==> config.mk <==
export PLATFORM = sky130hd
export DESIGN_NAME = multicore_run_sequencer
export DESIGN_NICKNAME = d
export VERILOG_FILES = /design/src/rtl/multicore_run_sequencer.sv
export SDC_FILE = /design/constraint.sdc
export NUM_CORES = 1
export LEC_CHECK = 0
export CORE_ASPECT_RATIO = 2
export CORE_UTILIZATION = 49
export DETAILED_ROUTE_END_ITERATION = 10
export PLACE_DENSITY = 0.8
export SLEW_MARGIN = 20
export SYNTH_ARGS = -nofsm -noshare
export SYNTH_HDL_FRONTEND = slang
export SYNTH_SLANG_ARGS = --single-unit
==> constraint.sdc <==
create_clock -name clk -period 2.55 [get_ports clk]
set_input_delay 0.765 -clock clk [delete_from_list [all_inputs] [get_ports clk]]
set_output_delay 0.765 -clock clk [all_outputs]
set_load 0.1 [all_outputs]
==> src/rtl/multicore_run_sequencer.sv <==
// rtl/multicore_run_sequencer.sv - job sequencer: UART load IMEM/DMEM, multicore execute, DMEM dump.
// Optional watchdog on EXECUTE enabled by defining WATCHDOG_EN.
module multicore_run_sequencer #(
  parameter int CORE_COUNT     = 4,
  parameter int TIME_WIDTH     = 26,
  parameter int TIMEOUT_CYCLES = 2**24
) (
  input  logic                  clk,
  input  logic                  rstN,
  input  logic                  startN,
  input  logic                  reload_imem,
  input  logic [CORE_COUNT-1:0] core_mask,
  input  logic                  imem_rx_done,
  input  logic                  dmem_rx_done,
  input  logic                  dmem_tx_done,
  input  logic [CORE_COUNT-1:0] core_done,
  output logic [2:0]            state,
  output logic                  imem_uart_sel,
  output logic                  dmem_uart_sel,
  output logic                  dmem_proc_sel,
  output logic                  proc_start,
  output logic                  dmem_tx_startN,
  output logic [TIME_WIDTH-1:0] exec_cycles,
  output logic                  busy,
  output logic                  error
);

  typedef enum logic [2:0] {
    S_IDLE      = 3'd0,
    S_LOAD_IMEM = 3'd1,
    S_LOAD_DMEM = 3'd2,
    S_EXECUTE   = 3'd3,
    S_TRANSMIT  = 3'd4,
    S_DONE      = 3'd5,
    S_ERROR     = 3'd6
  } state_t;

  state_t                state_q, state_d;
  logic                  sync1_q, sync2_q, sync3_q;
  logic [CORE_COUNT-1:0] mask_q, mask_d;
  logic [TIME_WIDTH-1:0] exec_q, exec_d;
  logic                  proc_start_q, proc_start_d;
  logic                  tx_startn_q, tx_startn_d;
  logic                  start_evt;
  logic                  all_done;
  logic                  exec_done;

  // Button synchroniser resets to the released level so reset never fakes a press.
  always_ff @(posedge clk or negedge rstN) begin
    if (!rstN) begin
      sync1_q <= 1'b1;
      sync2_q <= 1'b1;
      sync3_q <= 1'b1;
    end else begin
      sync1_q <= startN;
      sync2_q <= sync1_q;
      sync3_q <= sync2_q;
    end
  end

  assign start_evt = sync3_q & ~sync2_q;
  assign all_done  = &(core_done | ~mask_q);
  // First EXECUTE cycle may still see done levels left over from the previous run.
  assign exec_done = proc_start_q ? ~|mask_q : all_done;

`ifdef WATCHDOG_EN
  localparam logic [TIME_WIDTH-1:0] TIMEOUT_LAST = TIME_WIDTH'(TIMEOUT_CYCLES - 1);
`endif

  always_comb begin
    state_d = state_q;
    mask_d  = mask_q;
    exec_d  = exec_q;
    case (state_q)
      S_IDLE:      if (start_evt)    state_d = S_LOAD_IMEM;
      S_LOAD_IMEM: if (imem_rx_done) state_d = S_LOAD_DMEM;
      S_LOAD_DMEM: begin
        if (dmem_rx_done) begin
          state_d = S_EXECUTE;
          mask_d  = core_mask;
          exec_d  = '0;
        end
      end
      S_EXECUTE: begin
        exec_d = (exec_q == {TIME_WIDTH{1'b1}}) ? exec_q : exec_q + 1'b1;
        if (exec_done) state_d = S_TRANSMIT;
`ifdef WATCHDOG_EN
        else if (exec_q == TIMEOUT_LAST) state_d = S_ERROR;
`endif
      end
      S_TRANSMIT:  if (dmem_tx_done) state_d = S_DONE;
      S_DONE:      if (start_evt)    state_d = reload_imem ? S_LOAD_IMEM : S_LOAD_DMEM;
      S_ERROR:     if (start_evt)    state_d = S_LOAD_IMEM;
      default:                       state_d = S_IDLE;
    endcase
    proc_start_d = (state_d == S_EXECUTE)  && (state_q != S_EXECUTE);
    tx_startn_d  = !((state_d == S_TRANSMIT) && (state_q != S_TRANSMIT));
  end

  always_ff @(posedge clk or negedge rstN) begin
    if (!rstN) begin
      state_q      <= S_IDLE;
      mask_q       <= '0;
      exec_q       <= '0;
      proc_start_q <= 1'b0;
      tx_startn_q  <= 1'b1;
    end else begin
      state_q      <= state_d;
      mask_q       <= mask_d;
      exec_q       <= exec_d;
      proc_start_q <= proc_start_d;
      tx_startn_q  <= tx_startn_d;
    end
  end

  assign state          = state_q;
  assign imem_uart_sel  = (state_q == S_LOAD_IMEM);
  assign dmem_uart_sel  = (state_q == S_LOAD_DMEM) || (state_q == S_TRANSMIT);
  assign dmem_proc_sel  = (state_q == S_EXECUTE);
  assign proc_start     = proc_start_q;
  assign dmem_tx_startN = tx_startn_q;
  assign exec_cycles    = exec_q;
  assign busy           = !((state_q == S_IDLE) || (state_q == S_DONE) || (state_q == S_ERROR));

`ifdef WATCHDOG_EN
  assign error = (state_q == S_ERROR);
`else
  assign error = 1'b0;
`endif

endmodule

### Word-level counts from Yosys, hierarchy flattened

Cells that the tools add are included.

| word-level totals | value |
|---|---|
| register bits after elaboration | 38 |
| bits of input ports | 15 |
| output and inout port bits | 36 |
| word-level logic and storage cells | 53 |

| operators by class | value |
|---|---|
| add/sub/neg operators | 1 |
| equal/unequal tests | 13 |
| mux-type cells | 12 |
| bitwise logic cells | 4 |
| reduce and logical (&&, ||, !) cells | 15 |

Operator list:

| kind | number |
|---|---|
| $mux W26 | 2 |
| $pmux W26 S2 | 1 |
| $add A26 B1 Y26 const B | 1 |
| $eq A26 B26 Y1 const B | 1 |
| $mux W3 | 6 |
| $pmux W3 S6 | 1 |
| $eq A3 B3 Y1 const B | 4 |
| $eq A3 B2 Y1 const B | 3 |
| $ne A2 B2 Y1 const B | 2 |
| $not A4 Y4 | 1 |
| $or A4 B4 Y4 | 1 |
| $reduce_and A4 Y1 | 1 |
| $reduce_or A4 Y1 | 1 |
| $eq A3 B1 Y1 const B | 1 |
| $logic_not A1 Y1 | 3 |
| $logic_not A3 Y1 | 1 |
| $logic_or A1 B1 Y1 | 3 |
| $ne A3 B2 Y1 const B | 1 |
| $ne A3 B3 Y1 const B | 1 |
| $reduce_and A3 Y1 | 1 |
| $logic_and A1 B1 Y1 | 2 |
| $mux W2 | 1 |
| $reduce_and A2 Y1 | 1 |
| $reduce_bool A2 Y1 | 1 |
| other kinds (4) | 4 |

### Depth between registers and ports, before layout

| logic depth | value |
|---|---|
| depth after elaboration | 9 |
| mapped depth | 6 |
| mapped depth without buffers | 6 |

### Least setup slack after synthesis

OpenSTA, ideal clock, no wires.

| timing path | value |
|---|---|
| path kind | reg2out |
| from | reg state_q[0] (netlist: state[0]) |
| to | out imem_uart_sel |
| data arrival time | 3.556 ns |
| data required time | 1.785 ns |
| path slack | -1.771 ns |
| cell stages (with the launch flop) | 3 |
| path buffers | 1 |
| cell sequence | dfrtp_1 > clkbuf_1 > nor3b_1 |

| between the ends | value |
|---|---|
| longest elaborated chain between the ends | 1 |

Ends and longest elaborated chain:

| item | line | text |
|---|---|---|
| from (decl) | 38 | `state_t state_q, state_d;` |
| from (signal assigned) | 108 | `state_q <= state_d;` |
| $eq A3 B1 Y1 | 117 | `assign imem_uart_sel = (state_q == S_LOAD_IMEM);` |
| to (decl) | 18 | `output logic imem_uart_sel,` |

No other way between the ends.

### Final worst setup path

| timing path | value |
|---|---|
| from | reg state_q[2] (netlist: state[2]) |
| to | out busy |

| between the ends | value |
|---|---|
| longest elaborated chain between the ends | 4 |
| elaborated cells on any way between the ends | 6 |
| classes of those cells | eq/ne (2); reduce/logical (4) |

Ends and longest elaborated chain:

| item | line | text |
|---|---|---|
| $eq A3 B3 Y1 / $logic_not A3 Y1 (equally long branches) | 123 | `assign busy = !((state_q == S_IDLE) \|\| (state_q == S_DONE) \|\| (state_q == S_ERROR));` |
| $logic_or A1 B1 Y1 | 123 |  |
| $logic_or A1 B1 Y1 (*) | 123 |  |
| $logic_not A1 Y1 (*) | 123 |  |
| to (decl) | 24 | `output logic busy,` |

Mark *: on every way between the ends. The rest lies on a longest branch, timed or not.

==> metrics.md <==
| Metric | Value |
|---|---|
| Outcome | finished, final reports clean |
| Port-buffer cells | 49 |
| Worst slew margin | 0.622 |
| Post-CTS Setup Bufs | 0 |
| # fillers | 349 |
| Detail Placement HPWL | 4.03 mm |
| Hold path depth | 0 |
| Leakage | 1.24 nW |
| Top cell type's share of synthesized area | 0.415 |
| Non-filler instance count after layout | 333 |
| Hold Crit Class | register to register |
| Met1 usage | 0.266 |
| Final Hold Fails | 0 |
| Measured slew at the worst slew-check pin | 0.553 ns |
| Vias in the first global route | 1927 |
| Mapped Cells | 221 |
| Number of flops mapped to enable cells by yosys | 0 |
| Sequential cell area fraction in the yosys report | 0.466 |
| RD Place Congestion | 0.812 |
| Skew-Pair Late Insertion Delay | 0.29 ns |
| I/O pin cnt | 51 |
| Place WS | 0.321 ns |
| CP startpoint kind | register |
| Synth Cell Area | 2050 um^2 |
| Synthesized flop and latch total | 38 |
| CTS Hold Bufs | 0 |
| Tot GR Track Use | 0.264 |
| First DRT Iteration DRCs | 37 |
| IR drop worst, VDD | 0.806 mV |
| Worst-case reg-to-reg path depth | 6 |
| Placed cell areas | 2660 um^2 |
| Setup TNS | 0 ns |
| Worst-path fanout max | 11 |
| Vias | 1929 |
| Overall die height | 93.5 um |
| First-pass GRT wire length | 8.43 mm |
| Reg clk slew, reported paths | 0.07 ns |
| Syn Area/Cell | 9.28 um^2 |
| Post_cts resized | 0 |
| Pre-Repair DR Iteration Count | 5 |
| Via density | 5.79 |
| Core box area | 4050 um^2 |
| Initial antenna violation count | 0 |
| Final period utilization | 0.870 |
| Ys Warns | 0 |
| Asr flop ratio synth | 1.00 |
| Largest net degree at the start of global routing | 16 |
| CTS tree | yes |
| Final setup vio count | 0 |
| Mapped Nets | 237 |
| CTS H-Tree Depth | 2 |
| Commonest non-fill, non-tap cell in the layout | buf_4 |
| Num CTS Buffers | 5 |
| Cells after DPL | 325 |
| Synth top area cells | dfrtp_1 41%, nand2_1 6.6%, dfstp_2 5.1% |
| Mean routed wirelength per cell | 15.9 um |
| Crit path time final | 2.22 ns |
| Final WL | 5.28 mm |
| N_diodes | 0 |
| Row count | 33 |
| Gr ovfl total | 0 |
| FMAX | 0.451 GHz |
| Initial Util | 0.507 |
| Post-layout util | 0.680 |
| CTS root buffer | clkbuf_8 |
| Die W | 47.8 um |
| Antenna Nets Post-Route | 0 |
| Final Skew | 0.00196 ns |
| Post-route DRC | 0 |
| Worst Setup Slack, final | 0.332 ns |
| Crit. End Element | primary output |
| Gr busiest metal | met2 |
| Num Clock Sinks | 38 |
| Global routing met2 resource utilization | 0.477 |
| P&R area growth vs syn | 34.1% |
| PD cells | 1200 nW/um^2 |
| Maximum clock path buffer count | 2 |
| Yosys cell types | 48 |
| Data required, critical path | 1.79 ns |
| Final Max Slew Viols | 0 |
| Worst hold slack | 0.357 ns |
| Share of cells above drive strength 1 | 0.281 |
| Most frequent cells in the layout | 42 x buf_4, 36 x nand2_1, 26 x dfrtp_1 |
| Critical path class | register to primary output |
| Fin area | 2750 um^2 |
| Met3 Usage GRT | 0.0386 |
| Ys flop type | dfrtp_1 |
| Full die area | 4470 um^2 |
| Max Cap Violations | 0 |
| RSZ-0062 raised after global routing | no |
| WP data arrival | 1.45 ns |
| Tot Pwr | 3.29 mW |
| Cell taking the most area after synthesis | dfrtp_1 |
| Nets | 296 |
## worst max-delay path, stage by stage, from the launching register on
cell and delay, ns:
dfrtp_2 0.40, buf_4 0.19, nor3_1 0.33, a21oi_4 0.06
buf_12 0.17
## where the power goes
| group | internal [mW] | total [mW] | switching [mW] | leakage, nW |
|---|---|---|---|---|
| clock | 0.218 | 0.430 | 0.212 | 0.0482 |
| combinational | 0.506 | 1.89 | 1.39 | 0.704 |
| sequential | 0.755 | 0.966 | 0.211 | 0.492 |
| total | 1.48 | 3.29 | 1.81 | 1.24 |
## sequential cells by signal (all words and copies together), names as in the netlist
name / cells
state: 3
dmem_tx_startN: 1
sync1_q: 1
mask_q: 4
exec_cycles: 26
proc_start: 1
sync2_q: 1
sync3_q: 1
## metal layers
metal | part of all wire | vias to the layer above
li1 | - | 909
met3 | 0.038 | 14
met5 | 0 | -
met1 | 0.35 | 943
met4 | 0.026 | 0
met2 | 0.59 | 63
## Yosys cell counts, types with 2 or more instances
| library cell | number |
|---|---|
| nor4_2 | 2 |
| nand4_1 | 7 |
| clkbuf_1 | 5 |
| and4_1 | 3 |
| nor4_1 | 3 |
| nor3_1 | 6 |
| a31oi_1 | 3 |
| o2111ai_1 | 3 |
| dfstp_2 | 4 |
| o21ai_0 | 9 |
| a21oi_1 | 6 |
| or4_1 | 4 |
| nand2b_1 | 4 |
| a2111oi_0 | 2 |
| xor2_1 | 6 |
| mux2i_1 | 5 |
| dfrtp_1 | 34 |
| xnor2_1 | 11 |
| or3_1 | 2 |
| nor2_1 | 22 |
| nand2_1 | 36 |
| nand3_1 | 8 |
| inv_1 | 7 |
| and3_1 | 3 |
| a211oi_1 | 3 |
## cell type report
class | instances | area (um^2) | area share
flip-flops and latches | 38 | 971 | 0.353
inverters | 8 | 32.5 | 0.0118
repair buffers | 60 | 531 | 0.193
clock buffers | 7 | 86.3 | 0.0314
well taps | 52 | 65.1 | 0.0236
multi-input cells | 167 | 1060 | 0.386
clock inverters | 1 | 5.00 | 0.00182
## final timing paths
| check | startpoint | endpoint | slack [ns] |
|---|---|---|---|
| max in group asynchronous | rstN | sync3_q | 1.62 |
| min in group asynchronous | rstN | state[2] | 0.37 |
| setup / recovery | state[2] | busy | 0.33 |
| hold / removal | sync1_q | sync2_q | 0.36 |
| setup reg to reg | state[0] | exec_cycles[21] | 0.37 |
| hold reg to reg | sync1_q | sync2_q | 0.36 |
## cells by family after synthesis
kind of cell,count (synthesis),share of synthesized area
adders and majority gates,1,0.00610
DFF,38,0.466
other,1,0.00183
muxes,5,0.0244
AOI/OAI and AO/OA,36,0.122
xor gates and xnor gates,17,0.0726
and+or+nand+nor,107,0.276
buffers and inverters,16,0.0317
No activity file was read; power rests on OpenSTA's default activity.
==> edit 1 (same flow settings) <==
`CORE_COUNT`: 4 -> 3.
--- a/src/rtl/multicore_run_sequencer.sv
+++ b/src/rtl/multicore_run_sequencer.sv
@@ -2,5 +2,5 @@
 // Optional watchdog on EXECUTE enabled by defining WATCHDOG_EN.
 module multicore_run_sequencer #(
-  parameter int CORE_COUNT     = 4,
+  parameter int CORE_COUNT     = 3,
   parameter int TIME_WIDTH     = 26,
   parameter int TIMEOUT_CYCLES = 2**24
Interface: changed (resized core_done and core_mask); port bits go from 51 to 49. No check against the original RTL was run, so the function may have changed too.
==> edit 1 against the unedited design <==
Non-clock buffer count decreased by 7; sequential share of layout area decreased by 1.8 points; via count increased by 6.9%; sequential cell count decreased by 1; fmax decreased by 1.1%; largest cell class unchanged; area after synthesis increased by 7.1%; setup slack got worse by 0.024 ns; power decreased by 4.8%; final area increased by 1.4%; routed wire length increased by 4.2%.
==> edit 1: results (changes against the unedited design) <==
status complete, no violations (unchanged); hpwl dp 4080 µm (was 4030 µm); worst r2r src exec_cycles[0] (was state[0]); CTS resizes 0 (unchanged); Port Buffers 47 (was 49); routability cong. 0.859 (was 0.812); Clock Path Buffers 2 (unchanged); Critical Path AT 1.48 ns (was 1.45 ns); clock buffer count from CTS 5 (unchanged); number of flip-flops under the largest register name 26 (unchanged); CP startpoint kind flip-flop (unchanged); Worst Setup EP dmem_proc_sel (was busy); first-pass GRT wire length 9090 µm (was 8430 µm); main flop type after synthesis dfrtp_1 (unchanged); initial detailed-routing violation count 87 (was 37); Placed Area 0.00270 mm² (was 0.00266 mm²); Crit path largest cell delay 0.54 ns (was 0.40 ns); final wirelength 5500 µm (was 5280 µm); P_leak 1.24 nW (about the same); min-delay worst type reg -> reg (unchanged); library cells used by synthesis 47 (was 48); min-delay src sync1_q (unchanged); slowest cell on the critical path dfrtp_2 (unchanged); Synth top cells by count 44 x nand2_1, 33 x dfrtp_1, 17 x nand2b_1, 16 x mux2i_1 (was 36 x nand2_1, 34 x dfrtp_1, 22 x nor2_1, 11 x xnor2_1, 9 x o21ai_0); crit-path max FO 15 (was 11); R2R cell count 5 (was 6); maximum VDD drop 0.965 mV (was 0.806 mV); sequential element share of the synthesized area 42.3% (was 46.6%); largest net degree at the start of global routing 37 (was 16); layout cells sized above 1 21.9% (was 28.1%); register-to-register setup slack 0.41 ns (was 0.37 ns); Worst Max-Slew Pin Slew 0.586 ns (was 0.553 ns); CTS H-Tree Depth 2 (unchanged); gr usage total 25.0% (was 26.4%); pre-CTS WS 0.224 ns (was 0.321 ns); n_diodes 0 (unchanged); antenna violations before repair 0 (unchanged); Worst Skew 0.00348 ns (was 0.00196 ns); Synth async-reset ratio 100% (unchanged); minimum clock period 2.24 ns (was 2.22 ns); Worst-Skew Late Latency 0.29 ns (about the same); Die W 49.4 µm (was 47.8 µm); top cells by area, synth dfrtp_1 38%, nand2_1 7.5%, mux2i_1 7.3% (was dfrtp_1 41%, nand2_1 6.6%, dfstp_2 5.1%); final net count 301 (was 296); vias in the first global route 1970 (was 1927); warnings from Yosys 0 (unchanged); Mapped Nets 257 (was 237); FF-to-FF End exec_cycles[18] (was exec_cycles[21]); vias per inst 6.03 (was 5.79); Crit. Startpoint state[0] (was state[2])
[edit 1: cell count changes in the layout (fill, tap and decap cells not counted), sizes merged, moves of 6 or more]
| cell | before | now |
|---|---|---|
| mux2i | 5 | 16 |
| nand2 | 36 | 44 |
| nand2b | 4 | 17 |
| nor2 | 22 | 6 |
| xnor2 | 11 | 1 |
| xor2 | 6 | 0 |
[edit 1: power by group]
part | total (W) | internal (W) | switching, W
clock | 0.000403 | 0.000189 | 0.000215
sequential | 0.000903 | 0.000712 | 0.000192
combinational | 0.00183 | 0.000498 | 0.00133
total | 0.00313 | 0.00140 | 0.00173
[edit 1: worst min path at each step]
| stage | end | slack [ns] | cells past startpoint |
|---|---|---|---|
| global route | sync2_q | 0.36 | 0 |
| finish | sync2_q | 0.36 | 0 |
| detailed placement | sync2_q | 0.35 | 0 |
| global placement | sync2_q | 0.35 | 0 |
| CTS | sync2_q | 0.36 | 0 |
| floorplan | sync2_q | 0.35 | 0 |
[edit 1: kinds of logic (layout without fill, tap and decap cells)]
group                      Yosys count  in the layout  synth area share (%)
muxes                               16             16                  7.28
AOI/OAI and AO/OA                   46             46                  14.6
adders and majority gates            1              1                 0.569
and+or+nand+nor                    122            122                  30.4
DFF                                 37             37                  42.3
buffers and inverters               19             64                  4.21
other                                1              1                 0.171
xor gates and xnor gates             1              1                 0.398
[edit 1: critical path, delay by kind of cell, from the launching register on]
kind	cells	cell delay, ns
buf+inv	3	0.49
flops	1	0.54
simple gates	1	0.16
[edit 1: layout make-up]
cell class	instances	area (µm²)
fillers	405	1550
inverters	3	11.3
multi-input cells	187	1200
clock inverters	3	17.5
flip-flops and latches	37	933
clock buffers	5	68.8
well taps	54	67.6
repair buffers	53	485
[edit 1: metal layers]
metal | track usage, % | wire, µm
met1 | 26.7 | 2050
met2 | 45.9 | 3090
met3 | 2.67 | 223
met4 | 13.3 | 143
met5 | 0 | 0
[edit 1: through the flow]
stage,setup TNS [ns],utilization [%],hold slack [ns],std cells
3_5_place_dp,0,62.3,0.348,334
2_1_floorplan,-0.184,-,0.345,243
5_1_grt,0,64.3,0.361,342
4_1_cts,0,64.3,0.359,342
6_report,0,64.3,0.357,342
3_3_place_gp,0,62.3,0.346,334
==> edit 2 (same flow settings) <==
Made on the original files. Register the outputs `imem_uart_sel`, `dmem_uart_sel`, `dmem_proc_sel` and `busy`, cleared by the reset; this adds one clock of latency there. The other outputs are not delayed to match.
--- a/src/rtl/multicore_run_sequencer.sv
+++ b/src/rtl/multicore_run_sequencer.sv
@@ -115,11 +115,20 @@
 
   assign state          = state_q;
-  assign imem_uart_sel  = (state_q == S_LOAD_IMEM);
-  assign dmem_uart_sel  = (state_q == S_LOAD_DMEM) || (state_q == S_TRANSMIT);
-  assign dmem_proc_sel  = (state_q == S_EXECUTE);
   assign proc_start     = proc_start_q;
   assign dmem_tx_startN = tx_startn_q;
   assign exec_cycles    = exec_q;
-  assign busy           = !((state_q == S_IDLE) || (state_q == S_DONE) || (state_q == S_ERROR));
+  always_ff @(posedge clk or negedge rstN) begin
+    if (!rstN) begin
+      imem_uart_sel <= '0;
+      dmem_uart_sel <= '0;
+      dmem_proc_sel <= '0;
+      busy          <= '0;
+    end else begin
+      imem_uart_sel <= (state_q == S_LOAD_IMEM);
+      dmem_uart_sel <= (state_q == S_LOAD_DMEM) || (state_q == S_TRANSMIT);
+      dmem_proc_sel <= (state_q == S_EXECUTE);
+      busy          <= !((state_q == S_IDLE) || (state_q == S_DONE) || (state_q == S_ERROR));
+    end
+  end
 
 `ifdef WATCHDOG_EN
Check against the original RTL: not equivalent (a bounded check fails within 4 cycles, from zero or initial values and one cycle with rstN low).
==> edit 2 against the unedited design <==
Critical path depth grew 2; non-clock buffer count is the same; routed wire length grew 1.2%; clock power grew 50%; power grew 13%; first-iteration DRC count grew 11%; setup slack lost 0.039 ns; combinational power grew 6%; area after synthesis grew 8.4%; worst hold slack gained 0.0022 ns; clock skew grew 0.0024 ns; utilization shrank 1.1 points; sequential cell count grew 4; final area grew 5.5%; critical path type is now reg -> reg.
==> edit 2: results (changes against the unedited design) <==
status complete, no violations (unchanged); P_leak 1.31 nW (was 1.24 nW); Clock Buffer Count 6 (was 7); crit-path max FO 7 (was 11); top cells by area, synth dfrtp_1 43%, nand2_1 5.2%, dfstp_2 4.7% (was dfrtp_1 41%, nand2_1 6.6%, dfstp_2 5.1%); routability cong. 0.839 (was 0.812); FF-to-FF End exec_cycles[18] (was exec_cycles[21]); Final clock-cell share 4.91% (was 3.32%); cell family with most CP delay simple AND/OR/NAND/NOR gates (was flip-flops); first-pass iteration count of the detailed router 4 (was 5); compound-cell area share of the yosys netlist 12.0% (was 12.2%); initial detailed-routing violation count 41 (was 37); register-to-register setup slack 0.29 ns (was 0.37 ns); slew margin rel. 64.2% (was 62.2%); non-clk buf share 17.8% (was 19.3%); Worst Skew 0.00432 ns (was 0.00196 ns); worst r2r src exec_cycles[0] (was state[0]); final net count 310 (was 296); vias per inst 5.82 (was 5.79); library cells used by synthesis 47 (was 48); Critical Path AT 2.44 ns (was 1.45 ns); #MultiIn Comb 177 (was 167); gr usage total 23.8% (was 26.4%); FF/Latch Area 0.00106 mm² (was 971 µm²); multi-input combinational area share 37.4% (was 38.6%); maximum VDD drop 0.924 mV (was 0.806 mV); layout cells sized above 1 25.1% (was 28.1%)
-- edit 2: metrics by stage --
| step | instances | setup WS (ns) | hold WS [ns] | total power [W] | instance area [µm²] |
|---|---|---|---|---|---|
| 5_1_grt | 349 | 0.179 | 0.371 | 0.00387 | 2900 |
| 3_5_place_dp | 341 | 0.0630 | 0.348 | 0.00309 | 2760 |
| 3_3_place_gp | 341 | 0.0859 | 0.349 | 0.00305 | 2760 |
| 2_1_floorplan | 237 | 0.00667 | 0.345 | 0.00255 | 2230 |
| 4_1_cts | 349 | 0.302 | 0.360 | 0.00374 | 2900 |
| 6_report | 349 | 0.293 | 0.359 | 0.00372 | 2900 |
-- edit 2: cells by family after synthesis --
| group | count (synthesis) |
|---|---|
| fa+ha+maj | 1 |
| flops | 42 |
| mux | 2 |
| other cells | 1 |
| xor+xnor | 12 |
| simple gates | 116 |
| compound gates | 45 |
| buf+inv | 18 |
-- edit 2: power by group --
group	internal, W	leakage, nW	switching [W]
logic	0.000473	0.689	0.00154
registers	0.000856	0.548	0.000204
clock network	0.000418	0.0714	0.000229
total	0.00175	1.31	0.00197
-- edit 2: per-layer routing --
layer	up-vias	share of wire, %
met5	-	0
met3	16	3.0
met2	51	57
met4	0	3.1
li1	970	-
met1	994	37
-- edit 2: how the worst max path moves through the flow --
stage / from / to / slack [ns] / cells after the start
after floorplan: exec_cycles[4] / exec_cycles[18] / 0.007 / 6
after global placement: dmem_rx_done / exec_cycles[18] / 0.09 / 6
after detailed placement: dmem_rx_done / exec_cycles[2] / 0.06 / 6
after CTS: exec_cycles[0] / exec_cycles[18] / 0.30 / 6
after global routing: exec_cycles[0] / exec_cycles[18] / 0.18 / 6
final: exec_cycles[0] / exec_cycles[18] / 0.29 / 6
